===== config.mk =====
export PLATFORM = sky130hd
export DESIGN_NAME = light_fade_controller
export DESIGN_NICKNAME = d
export VERILOG_FILES = /design/src/rtl/light_fade_controller.sv
export SDC_FILE = /design/constraint.sdc
export NUM_CORES = 1
export LEC_CHECK = 0
export ABC_AREA = 0
export CORE_UTILIZATION = 30
export CTS_BUF_LIST = sky130_fd_sc_hd__clkbuf_8
export DETAILED_ROUTE_END_ITERATION = 16
export SETUP_SLACK_MARGIN = 0.05
export SYNTH_ARGS = -nofsm -noshare
export SYNTH_HDL_FRONTEND = slang
export SYNTH_SLANG_ARGS = --single-unit

===== constraint.sdc =====
create_clock -name clk -period 13.8 [get_ports clk]
set_input_delay 2.76 -clock clk [delete_from_list [all_inputs] [get_ports clk]]
set_output_delay 2.76 -clock clk [all_outputs]
set_load 0.02 [all_outputs]

===== src/rtl/light_fade_controller.sv =====
// Light fade controller: button-stepped colour index with hold-to-repeat,
// palette lookup, white/colour select, dimming and master enable. The RGB
// output slews toward its target by at most FADE_STEP per channel on every
// fade tick, so colour changes appear as smooth cross-fades.
// No handshakes here: button is a synchronous level sampled every clock, and
// all outputs are registered and valid every cycle after reset.
module light_fade_controller #(
    parameter int CW          = 8,
    parameter int NUM_COLOURS = 6,
    parameter int HOLD_W      = 6,
    parameter int DIM_SHIFT   = 2,
    parameter int FADE_STEP   = 32,
    parameter int FADE_DIV    = 4
) (
    input  logic              clk,
    input  logic              rst,
    input  logic              button,
    input  logic              sel,
    input  logic              sys_on,
    input  logic              dim_lights,
    input  logic [HOLD_W-1:0] threshold,
    output logic [3*CW-1:0]   light,
    output logic [2:0]        colour_idx,
    output logic              fading
);

    // Prescaler is at least one bit wide so FADE_DIV=1 still elaborates;
    // in that case it sits at zero and every cycle is a tick.
    localparam int              PW       = (FADE_DIV > 1) ? $clog2(FADE_DIV) : 1;
    localparam logic [PW-1:0]   PRE_LAST = PW'(FADE_DIV - 1);
    localparam logic [2:0]      IDX_LAST = 3'(NUM_COLOURS - 1);
    // Step is held at CW+1 bits so distance comparisons cannot wrap.
    localparam logic [CW:0]     STEP     = (CW + 1)'(FADE_STEP);
    localparam logic [3*CW-1:0] WHITE    = {(3 * CW){1'b1}};

    logic              button_q;
    logic [HOLD_W-1:0] hold_cnt;
    logic [HOLD_W-1:0] hold_inc;
    logic [HOLD_W-1:0] hold_next;
    logic [2:0]        idx_adv;
    logic [2:0]        idx_next;
    logic [PW-1:0]     prescaler;
    logic              tick;
    logic              rise;
    logic [3*CW-1:0]   base;
    logic [3*CW-1:0]   target;
    logic [3*CW-1:0]   light_next;

    // Palette entry k is built from code k+1: bit 2 = R, bit 1 = G, bit 0 = B.
    function automatic logic [3*CW-1:0] palette(input logic [2:0] idx);
        logic [2:0] code;
        code = idx + 3'd1;
        return {{CW{code[2]}}, {CW{code[1]}}, {CW{code[0]}}};
    endfunction

    // Move one channel toward its target by at most STEP, snapping when close.
    function automatic logic [CW-1:0] slew(input logic [CW-1:0] cur,
                                           input logic [CW-1:0] tgt);
        logic [CW:0] c;
        logic [CW:0] t;
        logic [CW:0] d;
        c = {1'b0, cur};
        t = {1'b0, tgt};
        d = (t >= c) ? (t - c) : (c - t);
        if (d == '0) begin
            return cur;
        end else if (FADE_STEP == 0 || d <= STEP) begin
            return tgt;
        end else if (t > c) begin
            return CW'(c + STEP);
        end else begin
            return CW'(c - STEP);
        end
    endfunction

    assign rise     = button & ~button_q;
    assign hold_inc = hold_cnt + HOLD_W'(1);
    assign idx_adv  = (colour_idx == IDX_LAST) ? 3'd0 : colour_idx + 3'd1;
    assign tick     = (prescaler == PRE_LAST);

    // Index advance: first press steps immediately, holding repeats every
    // `threshold` cycles; a held button with threshold 0 keeps hold_cnt at 0.
    always_comb begin
        idx_next  = colour_idx;
        hold_next = '0;
        if (rise) begin
            idx_next = idx_adv;
        end else if (button && threshold != '0) begin
            if (hold_inc == threshold) begin
                idx_next = idx_adv;
            end else begin
                hold_next = hold_inc;
            end
        end
    end

    // Target colour: master enable, then white/palette select, then dimming.
    always_comb begin
        base = '0;
        if (sys_on) begin
            base = sel ? palette(colour_idx) : WHITE;
        end
        target = base;
        if (dim_lights && sys_on) begin
            for (int ch = 0; ch < 3; ch++) begin
                target[ch*CW +: CW] = base[ch*CW +: CW] >> DIM_SHIFT;
            end
        end
    end

    // Per-channel slew, applied only on fade ticks.
    always_comb begin
        light_next = light;
        if (tick) begin
            for (int ch = 0; ch < 3; ch++) begin
                light_next[ch*CW +: CW] = slew(light[ch*CW +: CW], target[ch*CW +: CW]);
            end
        end
    end

    // State registers; fading compares the new light against the live target.
    always_ff @(posedge clk) begin
        if (rst) begin
            button_q   <= 1'b0;
            hold_cnt   <= '0;
            colour_idx <= 3'd0;
            prescaler  <= '0;
            light      <= '0;
            fading     <= 1'b0;
        end else begin
            button_q   <= button;
            hold_cnt   <= hold_next;
            colour_idx <= idx_next;
            prescaler  <= tick ? '0 : prescaler + PW'(1);
            light      <= light_next;
            fading     <= (light_next != target);
        end
    end

endmodule

# == Word level (Yosys, flattened, before mapping) ==
# Cells that the tools add are included.
# op_classes
n_addsub,15
magnitude_cmp,9
eq_ne,4
n_mux,20
bitwise_logic,3
n_reduce_logical,11
# ops
op,n
24-bit 2-to-1 mux,4
8-bit 2-to-1 mux,9
8-bit by 8-bit subtractor with 9-bit output,6
9-bit by 6-bit less-or-equal comparator with 1-bit output (second input constant),3
9-bit zero test,3
9-bit 2-to-1 mux,3
8-bit by 6-bit adder with 8-bit output (second input constant),3
8-bit >= comparator,3
8-bit greater-than comparator,3
24-bit inequality test,1
8-bit by 6-bit subtractor with 8-bit output (second input constant),3
3-bit 2-to-1 mux,4
6-bit by 1-bit adder with 6-bit output (second input constant),1
6-bit == test,1
6-bit nonzero test,1
2-bit nonzero test,2
4-bit OR reduction,1
3-bit by 1-bit adder with 3-bit output (second input constant),1
3-bit == test (second input constant),1
2-bit by 1-bit adder with 2-bit output (second input constant),1
2-bit == test (second input constant),1
1-bit logical AND,2
1-bit inverter,2
2-bit AND reduction,1
other kinds (2),2
# word_totals
ff_bits,37
word_cells,68

# == Logic depth before layout (Yosys ltp) ==
# Gate-level depths: netlist of run 1.
# depth
word_depth,11
ltp_mapped,20
ltp_nobuf,19

# == Worst setup path before layout of run 1 ==
# No wires, ideal clock.
# synth_path
path_type,input to register
from,input sel
to,register fading
arrival_ps,6220
setup_slack_ps,7442
stages,18
path_cell_list,nand2_1 -> nand2_1 -> clkinv_1 -> ha_1 -> buf_2 -> and2_1 -> a221oi_1 -> a21oi_1 -> o21ai_0 -> a21oi_1 -> fa_1 -> a211oi_1 -> o21ai_0 -> o311ai_1 -> o221ai_2 -> xnor2_1 -> nor4_1 -> a41oi_1
# synth_via
elab_chain_cells,10
word_cells_on_any_way,35
# synth_lines
element,line,rtl
"start, declared",18,"input logic sel,"
24-bit 2-to-1 mux *,101,base = sel ? palette(colour_idx) : WHITE;
24-bit 2-to-1 mux *,100,if (sys_on) begin
24-bit 2-to-1 mux *,104,if (dim_lights && sys_on) begin
8-bit by 8-bit subtractor with 9-bit output / 8-bit >= comparator (equally long branches),64,d = (t >= c) ? (t - c) : (c - t);
9-bit 2-to-1 mux,64,
9-bit by 6-bit less-or-equal comparator with 1-bit output,67,end else if (FADE_STEP == 0 || d <= STEP) begin
8-bit 2-to-1 mux,67,
8-bit 2-to-1 mux,65,if (d == '0) begin
24-bit 2-to-1 mux,114,if (tick) begin
24-bit inequality test *,136,fading <= (light_next != target);
"end signal, assigned",136,
"end, declared",24,output logic fading
# Mark *: on every way between the ends. The rest lies on a longest branch, timed or not.
# A chain may end at the register's enable or synchronous reset.

# == Worst setup path after layout of run 1 ==
# Ends and elaborated chain as after synthesis.

==> qor.csv, run 1 <==
metric,value,unit
number of global-route vias before repair,4281,
first-pass GRT wire length,19900,µm
routed vias,4399,
Core Footprint,14500,µm²
crit-path cells,"clkdlybuf4s50_1, nand2_1, nand2_1, clkinv_1, ha_1, and2_1, a221oi_1, a21oi_1, o21ai_0, a21oi_1, fa_1, a211oi_1, o21ai_0, o311ai_1, o221ai_2, xnor2_1, nor4_1, a41oi_1",
placed insts,788,
Ant. Diodes,0,
wire per inst,14.8,µm
Synth area leader,dfxtp_1,
fill count,1536,
hold depth,1,
Synth top area share,16.7,%
CTS H-tree depth,2,
Nets,678,
DRT Pass-1 Iters,4,
r2r setup slk,8.42,ns
max-slew violation count,0,
die height,124,µm
achievable frequency,133,MHz
CP Depth,18,
FF-to-FF End,fading,
clk root buf,clkbuf_8,
Max IR drop VDD,35.4,µV
cell count after synthesis,578,
Crit-path slowest cell,clkdlybuf4s50_1,
minimum clock period,7.54,ns
Max clock buf depth,2,
Pwr Total,0.000392,W
ys flop type,dfxtp_1,
WP buf/inv,2,
final hold viol count,0,
routability cong.,0.953,
IO Count,40,
setup_tns,0,ns
"Period Utilization, post-route",54.6,%
placed cell areas,4990,µm²
Layout area overhead,14.6,%
Ys Warns,0,
"FFs w/ async S/R, synth",0,%
crit path launch type,input pin,
largest net degree at the start of global routing,32,
Worst Max-Slew Pin Slew,1.17,ns
CP Capture Type,register,
"Cell Area, Synth",4430,µm²
max-cap viol count,0,
Initial Util,30.6,%
Crit. Startpoint,sel,
crit path capture,fading,
Netlist cell types,87,
unrepaired setup endpoints after global routing,false,
Leak,1.97,nW
Post-synth EDFFs,0,
Hold Buf Count CTS,0,
synthesized netlist net count,645,
Final Cell Area,5080,µm²
Finished Layout Cells,796,
P per Cell Area,77.2,nW/µm²
Synth area leaders,"dfxtp_1 17%, ha_1 15%, nor2_1 5.2%",
Via-to-Cell Ratio,5.53,
"Reg clk slew, reported paths",0.08,ns
most frequent cells in the layout,"61 x nor2_1, 52 x ha_1, 42 x a21oi_1",
initial drt markers,362,
DIE AREA,15300,µm²
"Req. time, crit path",13.92,ns
HPWL after DPL,9350,µm
Multi-input gate area,3480,µm²
R2R depth,19,
Worst path top cell family by delay,compound AO/OA/AOI/OAI gates,
Overall Global Routing Usage,16.1,%
Chip Width,124,µm
share of cells above drive strength 1,5.72,%
Sequential Area,741,µm²
Crit Path Class,in -> reg,
"slowest stage delay, CP",0.67,ns
CTS buffer count,5,
slew margin rel.,21.6,%
clock latency on the worst-skew pair,0.30,ns
Reg-to-Reg Start,colour_idx[0],
final setup fails,0,
Rows,44,
initial antenna violation count,0,
#FFs+latches synth,37,
Setup Skew,0.00629,ns
Post-Route WL,11800,µm
Min-Delay Path Class,reg -> reg,
port bufs,39,
CTS tree,built,
Mapped Avg Cell Area,7.67,µm²
# Post-CTS Setup Buffers,0,
post_cts resized,0,
status,finished clean,
Detail Route Antenna Nets,0,
GRT Residual Overflow,0,
post-synthesis sequential area ratio,16.7,%
crit path max fanout,14,
crit path DAT,7.66,ns
CTS Sinks,37,
"commonest non-fill, non-tap cell in the layout",nor2_1,
Residual DRC,0,
-- how the worst min path moves through the flow --
stage | from | to | slack, ns
global placement | prescaler[0] | prescaler[0] | 0.41
detailed placement | prescaler[0] | prescaler[0] | 0.42
CTS | prescaler[0] | prescaler[0] | 0.44
finish | prescaler[0] | prescaler[0] | 0.44
floorplan | prescaler[0] | prescaler[0] | 0.40
global route | prescaler[0] | prescaler[0] | 0.47
-- layout make-up --
type	instances	area share (%)
Sequential cell	37	14.6
Clock buffer	5	1.36
Tap cell	184	4.53
Inverter	40	2.96
Multi-Input combinational cell	488	68.5
Timing Repair Buffer	39	7.69
Clock inverter	3	0.419
-- sequential cells by signal, summed over array words and instances (netlist names) --
signal	count
hold_cnt	6
light	24
fading	1
prescaler	2
colour_idx	3
button_q	1
-- Yosys cell counts, drive strengths merged (6+ instances only) --
cell type,instances
buf,6
nor2,62
clkbuf,7
and2,9
xor2,8
a21o,9
dfxtp,37
nand3,12
o21a,6
a211oi,11
o211ai,7
and3,8
or2,6
nand2,43
mux2i,13
nand4,10
xnor2,17
nor2b,11
a31oi,7
nand2b,14
inv,39
o21ai,32
a21oi,43
or3,6
a211o,7
ha,52
nor3,16
-- report_power, final --
part / switching (W) / internal (W)
logic: 0.000115 / 0.0000814
clock network: 0.0000437 / 0.0000359
registers: 0.00000576 / 0.000111
total: 0.000164 / 0.000228
-- routing by layer --
metal | global-route usage (%) | part of all wire (%)
met3 | 3.51 | 5.1
met4 | 4.82 | 1.9
met1 | 20.6 | 47
met5 | 0 | 0
met2 | 26.8 | 46
-- per-stage QoR --
| stage | utilization [%] | worst slack (ns) | hold slack (ns) |
|---|---|---|---|
| final | 35.1 | 6.26 | 0.440 |
| after global placement | 34.4 | 6.25 | 0.413 |
| after CTS | 35.1 | 6.28 | 0.436 |
| after global routing | 35.1 | 5.77 | 0.469 |
| after floorplan | - | 7.44 | 0.404 |
| after detailed placement | 34.4 | 5.97 | 0.424 |
-- logic make-up (layout without fill, tap and decap cells) --
| group | after synthesis | in the layout | share of synthesized area (%) |
|---|---|---|---|
| DFF | 37 | 37 | 16.7 |
| and+or+nand+nor | 221 | 221 | 26.3 |
| adders and majority gates | 55 | 55 | 16.0 |
| muxes | 15 | 15 | 3.53 |
| xor gates and xnor gates | 25 | 25 | 5.11 |
| buffers and inverters | 53 | 87 | 4.83 |
| AOI/OAI and AO/OA | 172 | 172 | 27.5 |
No activity file was read; power rests on OpenSTA's default activity.
==> run 2, diff against run 1 <==
clock period = 6.5 ns   (was 13.8 ns; I/O delays follow)
==> qor.csv, run 2 (same netlist as run 1, synthesis figures left out) <==
metric,value,unit,change
FF-to-FF End,fading,,unchanged
max reg flops,24,,unchanged
Setup Skew,0.0110,ns,was 0.00629 ns
clk root buf,clkbuf_8,,unchanged
crit path max fanout,10,,was 14
Hold Path End,prescaler[0],,unchanged
Final Cell Area,5110,µm²,was 5080 µm²
share of cells above drive strength 1,6.33,%,was 5.72%
HPWL after DPL,9300,µm,was 9350 µm
final core utilization,35.3,%,was 35.1%
DIE AREA,15300,µm²,unchanged
Crit. Startpoint,sel,,unchanged
NetSw,0.000346,W,was 0.000164 W
Via-to-Cell Ratio,5.45,,was 5.53
final setup fails,0,,unchanged
routed vias,4360,,was 4399
status,finished clean,,unchanged
Logic pwr share,49.9,%,was 50.0%
crit path launch type,input pin,,unchanged
P per Cell Area,163,nW/µm²,was 77.2 nW/µm²
largest net degree at the start of global routing,32,,unchanged
IO Count,40,,unchanged
max-cap viol count,0,,unchanged
"Period Utilization, post-route",88.5,%,
Max clock buf depth,2,,unchanged
Residual DRC,0,,unchanged
r2r setup slk,1.46,ns,was 8.42 ns
Hold Buf Count CTS,0,,unchanged
final hold slack,0.432,ns,was 0.440 ns
Overall Global Routing Usage,16.1,%,about the same
post_cts resized,0,,unchanged
"Req. time, crit path",6.63,ns,was 13.92 ns
# Post-CTS Setup Buffers,0,,unchanged
wire per inst,14.6,µm,was 14.8 µm
Clk pwr share,20.5,%,was 20.3%
Rows,44,,unchanged
fill count,1543,,was 1536
Ant. Diodes,0,,unchanged
achievable frequency,174,MHz,
Max IR drop VDD,103,µV,was 35.4 µV
routability cong.,0.908,,was 0.953
die height,124,µm,unchanged
initial drt markers,303,,was 362
largest registers,"light x24, hold_cnt x6, colour_idx x3",,unchanged
GRT Residual Overflow,0,,unchanged
Crit Path Class,in -> reg,,unchanged
CTS H-tree depth,2,,unchanged
CTS tree,built,,unchanged
Initial Util,30.6,%,unchanged
setup_tns,0,ns,unchanged
power share of the sequential group,29.6,%,was 29.7%
max-slew violation count,0,,unchanged
CTS buffer count,5,,unchanged
"Reg clk slew, reported paths",0.08,ns,about the same
port bufs,39,,unchanged
unrepaired setup endpoints after global routing,false,,unchanged
Chip Width,124,µm,unchanged
Detail Route Antenna Nets,0,,unchanged
first-pass GRT wire length,19800,µm,was 19900 µm
CTS Sinks,37,,unchanged
Nets,682,,was 678
Layout area overhead,15.4,%,was 14.6%
R2R depth,19,,unchanged
most frequent cells in the layout,"61 x nor2_1, 52 x ha_1, 42 x a21oi_1",,unchanged
Hold Startpoint,prescaler[0],,unchanged
Worst Max-Slew Pin Slew,1.17,ns,about the same
placed cell areas,5020,µm²,was 4990 µm²
Pwr Total,0.000833,W,was 0.000392 W
final hold viol count,0,,unchanged
Post-Route WL,11700,µm,was 11800 µm
crit path DAT,5.88,ns,was 7.66 ns
initial antenna violation count,0,,unchanged
minimum clock period,5.75,ns,
Core Footprint,14500,µm²,unchanged
most flop-heavy register,light,,unchanged
switching share of power,41.6,%,was 41.9%
"commonest non-fill, non-tap cell in the layout",nor2_1,,unchanged
Int Power,0.000487,W,was 0.000228 W
Leak,1.99,nW,was 1.97 nW
slew margin rel.,21.7,%,was 21.6%
hold depth,1,,unchanged
DRT Pass-1 Iters,5,,was 4
CP Capture Type,register,,unchanged
clock latency on the worst-skew pair,0.30,ns,about the same
Reg-to-Reg Start,colour_idx[0],,unchanged
Min-Delay Path Class,reg -> reg,,unchanged
number of global-route vias before repair,4243,,was 4281
==> run 2: metal layers <==
layer	global-route usage (%)	routed length, µm
met1	20.8	5550
met2	27.5	5460
met3	2.81	527
met4	3.77	139
met5	0	0
==> run 2: layout make-up <==
class | instances | area (µm²) | share of cell area (%)
clock inverter | 3 | 25.0 | 0.490
sequential | 37 | 741 | 14.5
clock buffer | 5 | 68.8 | 1.35
tap | 184 | 230 | 4.50
timing repair buffer | 43 | 420 | 8.23
inverter | 40 | 150 | 2.94
multi-input combinational | 488 | 3480 | 68.0
==> run 2: worst max-delay path by stage <==
stage | end | slack (ns) | cells after the start
floorplan | fading | 1.60 | 18
global placement | fading | 0.65 | 18
CTS | fading | 0.79 | 18
detailed placement | fading | 0.49 | 18
global route | fading | 0.17 | 18
finish | fading | 0.75 | 18
==> run 2: power groups by stage <==
| stage | combinational [W] | sequential, W | clock [W] |
|---|---|---|---|
| global placement | 0.000403 | 0.000252 | 0 |
| global route | 0.000463 | 0.000248 | 0.000190 |
| finish | 0.000416 | 0.000247 | 0.000171 |
| CTS | 0.000412 | 0.000247 | 0.000179 |
| floorplan | 0.000314 | 0.000255 | 0 |
| detailed placement | 0.000409 | 0.000252 | 0 |
==> run 2: critical path, cell delays in order <==
cell,delay (ns)
clkdlybuf4s50_1,0.66
nand2_1,0.10
nand2_1,0.26
clkinv_1,0.23
ha_1,0.44
and2_1,0.21
a221oi_1,0.39
a21oi_1,0.18
o21ai_0,0.27
a21oi_1,0.13
fa_1,0.39
a211oi_1,0.28
o21ai_0,0.13
o311ai_1,0.14
o221ai_2,0.16
xnor2_1,0.15
nor4_1,0.30
a41oi_1,0.14
==> run 2: metrics by stage <==
stage,std cells,setup slack (ns)
after global routing,800,0.171
after floorplan,578,1.60
after CTS,800,0.788
after detailed placement,792,0.488
final,800,0.750
after global placement,792,0.650
